$ cat src/rtl/mem_access_pkg.sv
// Shared encodings and helpers for the MEM stage: access sizes, FSM states,
// alignment, byte-enable and store-lane replication.
package mem_access_pkg;

  localparam logic [1:0] SzByte = 2'b00;
  localparam logic [1:0] SzHalf = 2'b01;
  localparam logic [1:0] SzWord = 2'b10;

  typedef enum logic [0:0] {
    StIdle,
    StWait
  } mem_state_e;

  function automatic logic is_aligned(input logic [1:0] sz, input logic [1:0] a);
    case (sz)
      SzByte:  is_aligned = 1'b1;
      SzHalf:  is_aligned = ~a[0];
      default: is_aligned = (a == 2'b00);
    endcase
  endfunction

  function automatic logic [3:0] byte_en(input logic [1:0] sz, input logic [1:0] a);
    case (sz)
      SzByte:  byte_en = 4'b0001 << a;
      SzHalf:  byte_en = 4'b0011 << {a[1], 1'b0};
      default: byte_en = 4'b1111;
    endcase
  endfunction

  function automatic logic [31:0] lane_data(input logic [1:0] sz, input logic [31:0] d);
    case (sz)
      SzByte:  lane_data = {4{d[7:0]}};
      SzHalf:  lane_data = {2{d[15:0]}};
      default: lane_data = d;
    endcase
  endfunction

endpackage

$ cat src/rtl/mem_access_if.sv
// Data-memory req/ack port between the MEM stage (master) and memory (slave).
interface mem_access_if;
  logic        dm_req;
  logic        dm_we;
  logic [31:0] dm_addr;
  logic [3:0]  dm_be;
  logic [31:0] dm_wdata;
  logic        dm_ack;
  logic [31:0] dm_rdata;

  modport master (
    output dm_req, dm_we, dm_addr, dm_be, dm_wdata,
    input  dm_ack, dm_rdata
  );

  modport slave (
    input  dm_req, dm_we, dm_addr, dm_be, dm_wdata,
    output dm_ack, dm_rdata
  );
endinterface

$ cat src/rtl/mem_access_load_align.sv
// Selects the addressed byte/half lane of a read word and sign/zero-extends it.
module load_align
  import mem_access_pkg::*;
(
  input  logic [31:0] rdata,
  input  logic [1:0]  addr_lo,
  input  logic [1:0]  size,
  input  logic        uns,
  output logic [31:0] value
);

  logic [7:0]  b;
  logic [15:0] h;

  always_comb begin
    b = rdata[{addr_lo, 3'b000} +: 8];
    h = addr_lo[1] ? rdata[31:16] : rdata[15:0];
    case (size)
      SzByte:  value = uns ? {24'b0, b} : {{24{b[7]}}, b};
      SzHalf:  value = uns ? {16'b0, h} : {{16{h[15]}}, h};
      default: value = rdata;
    endcase
  end

endmodule

$ cat src/rtl/mem_access.sv
// MEM stage with MEM/WB register: req/ack data-memory access, timeout abort,
// misalignment detection and upstream stall.
module mem_access
  import mem_access_pkg::*;
#(
  parameter int unsigned TIMEOUT = 16
) (
  input  logic         clk,
  input  logic         reset,
  input  logic         in_valid,
  input  logic         MemRead,
  input  logic         MemWrite,
  input  logic         MemtoReg,
  input  logic         RegWrite,
  input  logic [1:0]   size,
  input  logic         uns,
  input  logic [31:0]  Aluout,
  input  logic [31:0]  Wdata,
  input  logic [4:0]   rd,
  output logic         mem_stall,
  mem_access_if.master dm,
  output logic         MemtoReg_out,
  output logic         RegWrite_out,
  output logic [31:0]  Rdata_out,
  output logic [31:0]  Aluout_out,
  output logic [4:0]   rd_out,
  output logic         addr_err,
  output logic         bus_err
);

  localparam int unsigned CntW = $clog2(TIMEOUT);

  mem_state_e      state_q, state_d;
  logic [CntW-1:0] cnt_q, cnt_d;
  logic            mem_op, aligned, access, abort;
  logic [31:0]     load_value;

  logic        m2r_d, rw_d, aerr_d, berr_d;
  logic [31:0] rdata_d;

  load_align u_load_align (
    .rdata   (dm.dm_rdata),
    .addr_lo (Aluout[1:0]),
    .size    (size),
    .uns     (uns),
    .value   (load_value)
  );

  assign mem_op  = in_valid & (MemRead | MemWrite);
  assign aligned = is_aligned(size, Aluout[1:0]);
  assign access  = mem_op & aligned;
  assign abort   = (state_q == StWait) && (cnt_q == CntW'(TIMEOUT - 1));

  // Gated by reset so the request drops the moment reset asserts.
  assign dm.dm_req   = reset & access & ~abort;
  assign mem_stall   = reset & access & ~dm.dm_ack & ~abort;
  assign dm.dm_we    = MemWrite & ~MemRead;
  assign dm.dm_addr  = {Aluout[31:2], 2'b00};
  assign dm.dm_be    = byte_en(size, Aluout[1:0]);
  assign dm.dm_wdata = lane_data(size, Wdata);

  always_comb begin
    state_d = state_q;
    cnt_d   = cnt_q;
    unique case (state_q)
      StIdle: begin
        if (access && !dm.dm_ack) begin
          state_d = StWait;
          cnt_d   = '0;
        end
      end
      StWait: begin
        if (dm.dm_ack || abort || !access) begin
          state_d = StIdle;
          cnt_d   = '0;
        end else begin
          cnt_d = cnt_q + 1'b1;
        end
      end
    endcase
  end

  always_comb begin
    rw_d    = in_valid & RegWrite;
    m2r_d   = in_valid & MemtoReg;
    rdata_d = '0;
    aerr_d  = 1'b0;
    berr_d  = 1'b0;
    if (mem_op) begin
      if (!aligned) begin
        rw_d   = 1'b0;
        m2r_d  = 1'b0;
        aerr_d = 1'b1;
      end else if (abort) begin
        rw_d   = 1'b0;
        m2r_d  = 1'b0;
        berr_d = 1'b1;
      end else if (!dm.dm_ack) begin
        // Bubble while the access is outstanding.
        rw_d  = 1'b0;
        m2r_d = 1'b0;
      end else if (MemRead) begin
        rdata_d = load_value;
      end
    end
  end

  always_ff @(posedge clk or negedge reset) begin
    if (!reset) begin
      state_q      <= StIdle;
      cnt_q        <= '0;
      MemtoReg_out <= 1'b0;
      RegWrite_out <= 1'b0;
      Rdata_out    <= '0;
      Aluout_out   <= '0;
      rd_out       <= '0;
      addr_err     <= 1'b0;
      bus_err      <= 1'b0;
    end else begin
      state_q      <= state_d;
      cnt_q        <= cnt_d;
      MemtoReg_out <= m2r_d;
      RegWrite_out <= rw_d;
      Rdata_out    <= rdata_d;
      Aluout_out   <= Aluout;
      rd_out       <= rd;
      addr_err     <= aerr_d;
      bus_err      <= berr_d;
    end
  end

endmodule

$ cat src/flat_wrapper.sv
// flat-port wrapper written by rule: the top's interface ports become plain ports
module mem_access_flat import mem_access_pkg::*;
#(
  parameter int unsigned TIMEOUT = 16
)
  (clk, reset, in_valid, MemRead, MemWrite, MemtoReg, RegWrite, size, uns, Aluout, Wdata, rd, mem_stall, MemtoReg_out, RegWrite_out, Rdata_out, Aluout_out, rd_out, addr_err, bus_err, dm_dm_req, dm_dm_we, dm_dm_addr, dm_dm_be, dm_dm_wdata, dm_dm_ack, dm_dm_rdata);
  mem_access_if dm_i ();
  input  logic clk;
  input  logic reset;
  input  logic in_valid;
  input  logic MemRead;
  input  logic MemWrite;
  input  logic MemtoReg;
  input  logic RegWrite;
  input  logic [1:0] size;
  input  logic uns;
  input  logic [31:0] Aluout;
  input  logic [31:0] Wdata;
  input  logic [4:0] rd;
  output logic mem_stall;
  output logic MemtoReg_out;
  output logic RegWrite_out;
  output logic [31:0] Rdata_out;
  output logic [31:0] Aluout_out;
  output logic [4:0] rd_out;
  output logic addr_err;
  output logic bus_err;
  output wire logic [$bits(dm_i.dm_req)-1:0] dm_dm_req;
  output wire logic [$bits(dm_i.dm_we)-1:0] dm_dm_we;
  output wire logic [$bits(dm_i.dm_addr)-1:0] dm_dm_addr;
  output wire logic [$bits(dm_i.dm_be)-1:0] dm_dm_be;
  output wire logic [$bits(dm_i.dm_wdata)-1:0] dm_dm_wdata;
  input wire logic [$bits(dm_i.dm_ack)-1:0] dm_dm_ack;
  input wire logic [$bits(dm_i.dm_rdata)-1:0] dm_dm_rdata;
  assign dm_dm_req = dm_i.dm_req;
  assign dm_dm_we = dm_i.dm_we;
  assign dm_dm_addr = dm_i.dm_addr;
  assign dm_dm_be = dm_i.dm_be;
  assign dm_dm_wdata = dm_i.dm_wdata;
  assign dm_i.dm_ack = dm_dm_ack;
  assign dm_i.dm_rdata = dm_dm_rdata;
  mem_access #(.TIMEOUT(TIMEOUT)) u_core (.clk(clk), .reset(reset), .in_valid(in_valid), .MemRead(MemRead), .MemWrite(MemWrite), .MemtoReg(MemtoReg), .RegWrite(RegWrite), .size(size), .uns(uns), .Aluout(Aluout), .Wdata(Wdata), .rd(rd), .mem_stall(mem_stall), .dm(dm_i), .MemtoReg_out(MemtoReg_out), .RegWrite_out(RegWrite_out), .Rdata_out(Rdata_out), .Aluout_out(Aluout_out), .rd_out(rd_out), .addr_err(addr_err), .bus_err(bus_err));
endmodule
$ cat config.mk
export PLATFORM = sky130hd
export DESIGN_NAME = mem_access_flat
export DESIGN_NICKNAME = d
export VERILOG_FILES = /design/src/rtl/mem_access_pkg.sv /design/src/rtl/mem_access_if.sv /design/src/rtl/mem_access_load_align.sv /design/src/rtl/mem_access.sv /design/src/flat_wrapper.sv
export SDC_FILE = /design/constraint.sdc
export NUM_CORES = 1
export LEC_CHECK = 0
export ABC_AREA = 1
export ABC_CLOCK_PERIOD_IN_PS = 1250
export CAP_MARGIN = 25
export CORE_MARGIN = 2
export CORE_UTILIZATION = 34
export DETAILED_ROUTE_END_ITERATION = 7
export GPL_TIMING_DRIVEN = 0
export PLACE_DENSITY = 0.73
export SYNTH_ARGS = -nofsm -noshare
export SYNTH_HDL_FRONTEND = slang
export SYNTH_HIERARCHICAL = 1
export SYNTH_SLANG_ARGS = --single-unit
$ cat constraint.sdc
create_clock -name clk -period 1.25 [get_ports clk]
set_input_delay 0.25 -clock clk [delete_from_list [all_inputs] [get_ports clk]]
set_output_delay 0.25 -clock clk [all_outputs]
set_load 0.02 [all_outputs]
==> impl_metrics.toml <==
[run_status]
outcome = "finished with violations"
violations = "hold timing, setup timing"

[cells_and_area]
area_growth_pct = 90.19
antennaDiodeCount = 0
final_common_cell = "nand2_1"
final_cell_mix = "nand2_1 (116), buf_4 (94), dfrtp_1 (78)"
drive_above_1_share_pct = 48.75
layout.nets = 907
stdcell_area_sq_um = 7979

[sta]
finalCritPeriodShare_pct = 129.5
finClkSkew_ns = 0.01066
worstMarginPinSlew_ns = 0.5674
min_period_ns = 1.618
rsz0062_at_grt = "yes"
fin_setup_tns_ns = -3.682
finalHoldViolCount = 31
slew_violations = 0
holdWs_ns = -0.2120
finalSetupViolCount = 49
fmax_mhz = 617.9
slew_headroom_pct = 62.18
setup_slack_ns = -0.3684

[worst_setup_path]
crit_arrival_ns = 1.37
cp-end-kind = "primary output"
reg2reg_depth = 8
cp.required_ns = 1.00
crit_fanout = 3
critPathKind = "flip-flop to primary output"
start_kind = "flip-flop"

[clock_network]
htree_levels = 3
numCtsBuffers = 9
clockBufferDepth = 2
numClockSinks = 78
cts_root_buffer = "clkbuf_16"
clk_latency_ns = 0.35
cts.clk_slew.worst_paths_ns = 0.06
cts_tree = "built"

[floorplanning]
initial_utilization_pct = 34.93
die_y_um = 115.1
core_sq_um = 12010
rows = 40
fp.dieW_um = 115.1
ios = 256
die-area_sq_um = 13240

[global_route]
grt_pass1_wl_um = 24780
grt_pass1_vias = 4703
grt_usage_pct = 24.82
antenna_found_initial = 3
overflow = 0
grt_max_degree = 34

[pwr]
power_leakage_nw = 4.073
p_per_area_nw_per_um2 = 911.4
power.total_mw = 7.272
vdd_drop_max_mv = 0.5339

[synthesis]
yosysWarnings = 6
synth_edf_count = 0
synthFlopType = "dfrtp_1"
avgSynthCellArea_sq_um = 8.544
synth_cell_type_count = 34
ys_seq_area_share_pct = 46.53
synth_seq_cells = 78
syn-instance-count = 491
syn_area_sq_um = 4195
async_reset_ff_share_pct = 100.0

[placed_design]
dp_slack_ns = -1.265
port_buffers = 252
hpwl_um = 12390
placed_cell_area_sq_um = 6980
place.gp.congestion = 0.8822

[route]
drt_iter0_drc = 265
routed-via-count = 4698
wl_per_cell_um = 18.32
ant_nets = 0
drc_errors = 0
via_per_inst = 4.971
wl_um = 17320
drt_first_pass_iters = 5

[hold_path]
hp-class = "input pin to asynchronous set/reset pin"

[run]
drv_cap = 0
-- cell usage after synthesis, types with 2 or more instances --
cell type / count / share of area (%)
nand2_1: 139 / 12
dfrtp_1: 78 / 47
nand3_1: 53 / 6.3
nor2_1: 43 / 3.8
buf_4: 42 / 7.5
inv_1: 23 / 2.1
nand3_2: 18 / 4.3
o211ai_1: 13 / 2.3
o21ai_0: 12 / 1.4
nand2_2: 9 / 1.3
buf_2: 7 / 0.83
buf_6: 7 / 1.9
nand2_4: 6 / 1.6
clkbuf_1: 4 / 0.36
nor2_4: 4 / 1.1
and2_0: 3 / 0.45
and2_4: 3 / 0.63
buf_12: 3 / 1.4
nor2_2: 3 / 0.45
or2_1: 3 / 0.45
or2_2: 3 / 0.45
inv_2: 2 / 0.18
nor3_1: 2 / 0.24
-- registers in the layout, indices dropped and copies added, names as in the netlist --
name,flops
u_core/bus_err,1
u_core/Rdata_out,32
u_core/Aluout_out,32
u_core/rd_out,5
u_core/RegWrite_out,1
u_core/state_q,1
u_core/cnt_q,4
u_core/addr_err,1
u_core/MemtoReg_out,1
-- report_power, final --
group          total (mW)  leakage (nW)  internal, mW  switching (mW)
logic                2.10          2.93          1.00            1.10
clock network        2.53         0.139          1.53            1.00
registers            2.63          1.00          2.61          0.0252
-- layout make-up --
class	instances	area (sq um)
Timing Repair Buffer	290	2721
Clock buffer	11	232.7
Fill cell	966	4033
Timing Repair inverter	1	11.26
Multi-Input combinational cell	323	2108
Buffer	63	565.5
Clock inverter	4	48.80
Inverter	28	155.1
Sequential cell	78	1952
Tap cell	147	183.9
-- critical path, cell delays in order, from the launching register on --
cell and delay [ns]:
dfrtp_1 0.41, ha_4 0.18, nand2_4 0.09, o21ai_4 0.07, nor3_4 0.12, buf_6 0.14
-- worst paths after layout --
| kind | startpoint | slack (ns) | to |
|---|---|---|---|
| setup / recovery | u_core/cnt_q[1]$_DFFE_PN0P_ | -0.37 | mem_stall |
| hold / removal | reset | -0.21 | u_core/Aluout_out[12]$_DFF_PN0_ |
| setup reg to reg | u_core/cnt_q[1]$_DFFE_PN0P_ | -0.11 | u_core/cnt_q[2]$_DFFE_PN0P_ |
| hold reg to reg | u_core/cnt_q[3]$_DFFE_PN0P_ | 0.63 | u_core/cnt_q[3]$_DFFE_PN0P_ |
| max in group asynchronous | reset | 0.88 | u_core/Aluout_out[29]$_DFF_PN0_ |
| min in group clk | Aluout[17] | 0.05 | u_core/Aluout_out[17]$_DFF_PN0_ |
-- cell families (layout without fill, tap and decap cells) --
group           Yosys count  after routing  synth area share, %
compound gates           28             28                4.175
fa+ha+maj                 1              1               0.2982
buf+inv                  91            397                14.88
flops                    78             78                46.53
other cells               1              2              0.08939
simple gates            292            292                34.03
-- stage by stage --
| step | utilization (%) | std cells | hold WS, ns |
|---|---|---|---|
| global placement | 57.91 | 891 | 0.5474 |
| finish | 66.43 | 945 | -0.2120 |
| detailed placement | 58.11 | 892 | 0.2213 |
| floorplan | - | 492 | -0.04559 |
| CTS | 65.05 | 937 | -0.1991 |
| global route | 66.43 | 945 | -0.1936 |
-- metal layers --
layer  up-vias  part of all wire, %  GRT usage, %
met3        46                   10         8.751
met1      2228                   34         26.90
met5         -                 0.22             0
met2       290                   52         45.69
met4         6                  2.6         6.908
li1       2128                    -             -
-- repair_timing --
item,4_1_cts,5_1_grt
buffers inserted,20,7
endpoints found under the setup margin,182,127
resized for setup,613,170
pin swaps,30,26
hold endpoints to repair,31,31
gates cloned,10,1
Power figures use the tool's default switching activity.
==> RTL edit (same flow settings) <==
`TIMEOUT` is set to 16 in 2 places; all go to 32.
--- a/src/rtl/mem_access.sv
+++ b/src/rtl/mem_access.sv
@@ -3,7 +3,7 @@
 module mem_access
   import mem_access_pkg::*;
 #(
-  parameter int unsigned TIMEOUT = 16
+  parameter int unsigned TIMEOUT = 32
 ) (
   input  logic         clk,
   input  logic         reset,
--- a/src/flat_wrapper.sv
+++ b/src/flat_wrapper.sv
@@ -1,7 +1,7 @@
 // flat-port wrapper written by rule: the top's interface ports become plain ports
 module mem_access_flat import mem_access_pkg::*;
 #(
-  parameter int unsigned TIMEOUT = 16
+  parameter int unsigned TIMEOUT = 32
 )
   (clk, reset, in_valid, MemRead, MemWrite, MemtoReg, RegWrite, size, uns, Aluout, Wdata, rd, mem_stall, MemtoReg_out, RegWrite_out, Rdata_out, Aluout_out, rd_out, addr_err, bus_err, dm_dm_req, dm_dm_we, dm_dm_addr, dm_dm_be, dm_dm_wdata, dm_dm_ack, dm_dm_rdata);
   mem_access_if dm_i ();
Behaviour: no difference found for any inputs over 4 cycles, from zero or initial values and one cycle with reset low; that may be too few to reach the edited logic, so the function may still have changed.
==> RTL edit against the unedited design <==
The flow still finishes with violations (negative hold slack, negative setup slack). Total power grew 1.6%. Design area is 3.8% lower. Wire length fell by 18%. Final cell count fell by 2.1%. Setup slack lost 0.28 ns. Area after synthesis is 3.0% higher. Largest cell class unchanged. First-iteration DRC count decreased by 21%. Sequential cell count rose by 1.
==> RTL edit: results (changes against the unedited design) <==
outcome: "complete, but fails checks"
violations: "negative hold slack, negative setup slack"
hold_ws_ns: -0.0953  # +0.117 ns
netlist_instances: 459  # -6.5%
synth.area.top_cells: "dfrtp_1 (46%), nand2_1 (12%), nor3b_2 (7.8%)"
fillers: 1131  # +17%
synthAdderAreaFrac_pct: 0.579  # +0.28 points
r2r_end: "u_core/Rdata_out[23]"
clk_latency_ns: 0.34
finalSetupViolations: 46  # -6.1%
leakagePower_uw: 0.00389  # -4.6%
ys_seq_area_share_pct: 45.7  # -0.79 points
drt_iter0_markers: 209  # -21%
r2r_slack_ns: -0.64  # -0.53 ns
dp_hpwl_um: 10800  # -13%
grt_max_degree: 61  # +79%
place_ws_ns: -1.25  # +0.0170 ns
finalWeightedCongestion: 0.855  # -3.1%
synth_common_cells: "nand2_1 (143), dfrtp_1 (79), buf_4 (41)"
via_per_inst: 4.50  # -9.6%
cpPeakStageDelay_ns: 0.43  # +0.02 ns
synth_xor_area_share_pct: 0  # unchanged
antenna_found_initial: 0  # -3
clkTransAtPathRegs_ns: 0.07
hold_buffers: 1
final_nets: 862  # -5.0%
vias: 4159  # -11%
track_usage_pct: 20.0  # -4.9 points
synth_top_area_share_pct: 45.7  # -0.79 points
grt_pass1_wl_um: 21100  # -15%
cp_data_arrival_time_ns: 1.65  # +0.28 ns
grt_pass1_vias: 4295  # -8.7%
peakVddDrop_mv: 0.603  # +13%
yosysUniqueCellTypes: 36  # +5.9%
fin_skew_ns: 0.00849  # -0.00217 ns
final-hold-violation-count: 59  # +90%
dp_cells: 885  # -0.78%
wl_per_cell_um: 15.3  # -16%
synth_compound_area_share_pct: 3.94  # -0.24 points
firstDrtPassIters: 4  # -1
worst_slack_ns: -0.646  # -0.278 ns
drive_gt1_share_pct: 47.0  # -1.7 points
fin_setup_tns_ns: -22.27  # -18.59 ns
switching_share_pct: 29.7  # +0.44 points
top_regs: "u_core/Aluout_out (32), u_core/Rdata_out (32)"
[RTL edit: cell count changes after synthesis, sizes merged, moves of 2 or more]
cell | unedited run | this run
inv | 28 | 26
nand3 | 71 | 39
nor2 | 50 | 15
nor3 | 2 | 5
buf | 59 | 55
nor3b | 0 | 32
nand2 | 154 | 157
[RTL edit: final cells by class]
type,instances,area (µm²),area share (%)
Timing Repair Buffer,278,2540,33.1
Sequential cell,79,1980,25.8
Multi-Input combinational cell,294,1960,25.6
Buffer,59,536,6.98
Clock buffer,9,225,2.93
Tap cell,172,215,2.80
Inverter,27,136,1.78
Clock inverter,7,86.3,1.13
[RTL edit: worst max path at each step]
| stage | start | to | slack, ns | cells past startpoint |
|---|---|---|---|---|
| global placement | reset | mem_stall | -3.84 | 4 |
| CTS | u_core/cnt_q[0] | mem_stall | -0.74 | 8 |
| detailed placement | Aluout[0] | dm_dm_req | -1.25 | 8 |
| finish | u_core/cnt_q[1] | dm_dm_req | -0.65 | 8 |
| floorplan | u_core/cnt_q[0] | mem_stall | -0.23 | 7 |
| global route | u_core/cnt_q[1] | u_core/Rdata_out[23] | -0.72 | 10 |
[RTL edit: power by group through the flow]
| stage | clock, µW | sequential, µW | combinational (µW) |
|---|---|---|---|
| after floorplan | 0 | 2820 | 810 |
| after global placement | 0 | 2710 | 1910 |
| after detailed placement | 0 | 2720 | 1940 |
| after CTS | 2840 | 2670 | 1890 |
| after global routing | 2960 | 2670 | 2080 |
| final | 2780 | 2670 | 1940 |
[RTL edit: cells by family (layout without fill, tap and decap cells)]
family          after synthesis  count (layout)
other cells                   1               2
flops                        79              79
buf+inv                      87             380
compound gates               27              27
simple gates                263             263
fa+ha+maj                     2               2
[RTL edit: metrics by stage]
stage	power [µW]	instance area, µm²
4_1_cts	7400	7560
6_report	7390	7670
3_5_place_dp	4660	7180
2_1_floorplan	3630	4420
5_1_grt	7720	7670
3_3_place_gp	4630	7150
[RTL edit: layer usage]
metal / share of wire (%) / vias to the layer above / GRT usage [%]
met1: 39 / 1958 / 24.0
met5: 0 / - / 0
li1: - / 2010 / -
met3: 7.4 / 25 / 5.14
met2: 52 / 166 / 34.6
met4: 2.0 / 0 / 7.06
[RTL edit: worst reg2reg max path, delay by kind of cell, from the launching register on]
family | cells | cell delay (ns)
buffers and inverters | 3 | 0.43
DFF | 1 | 0.43
and+or+nand+nor | 5 | 0.60
adders and majority gates | 2 | 0.35
[RTL edit: repair_timing]
| action | in CTS | in global routing |
|---|---|---|
| gates resized for setup | 564 | 105 |
| gates cloned | 3 | 1 |
| setup buffers | 11 | 9 |
| setup endpoints to repair | 183 | 138 |
| pin swaps | 22 | 15 |
| endpoints found under the hold margin | 20 | 59 |
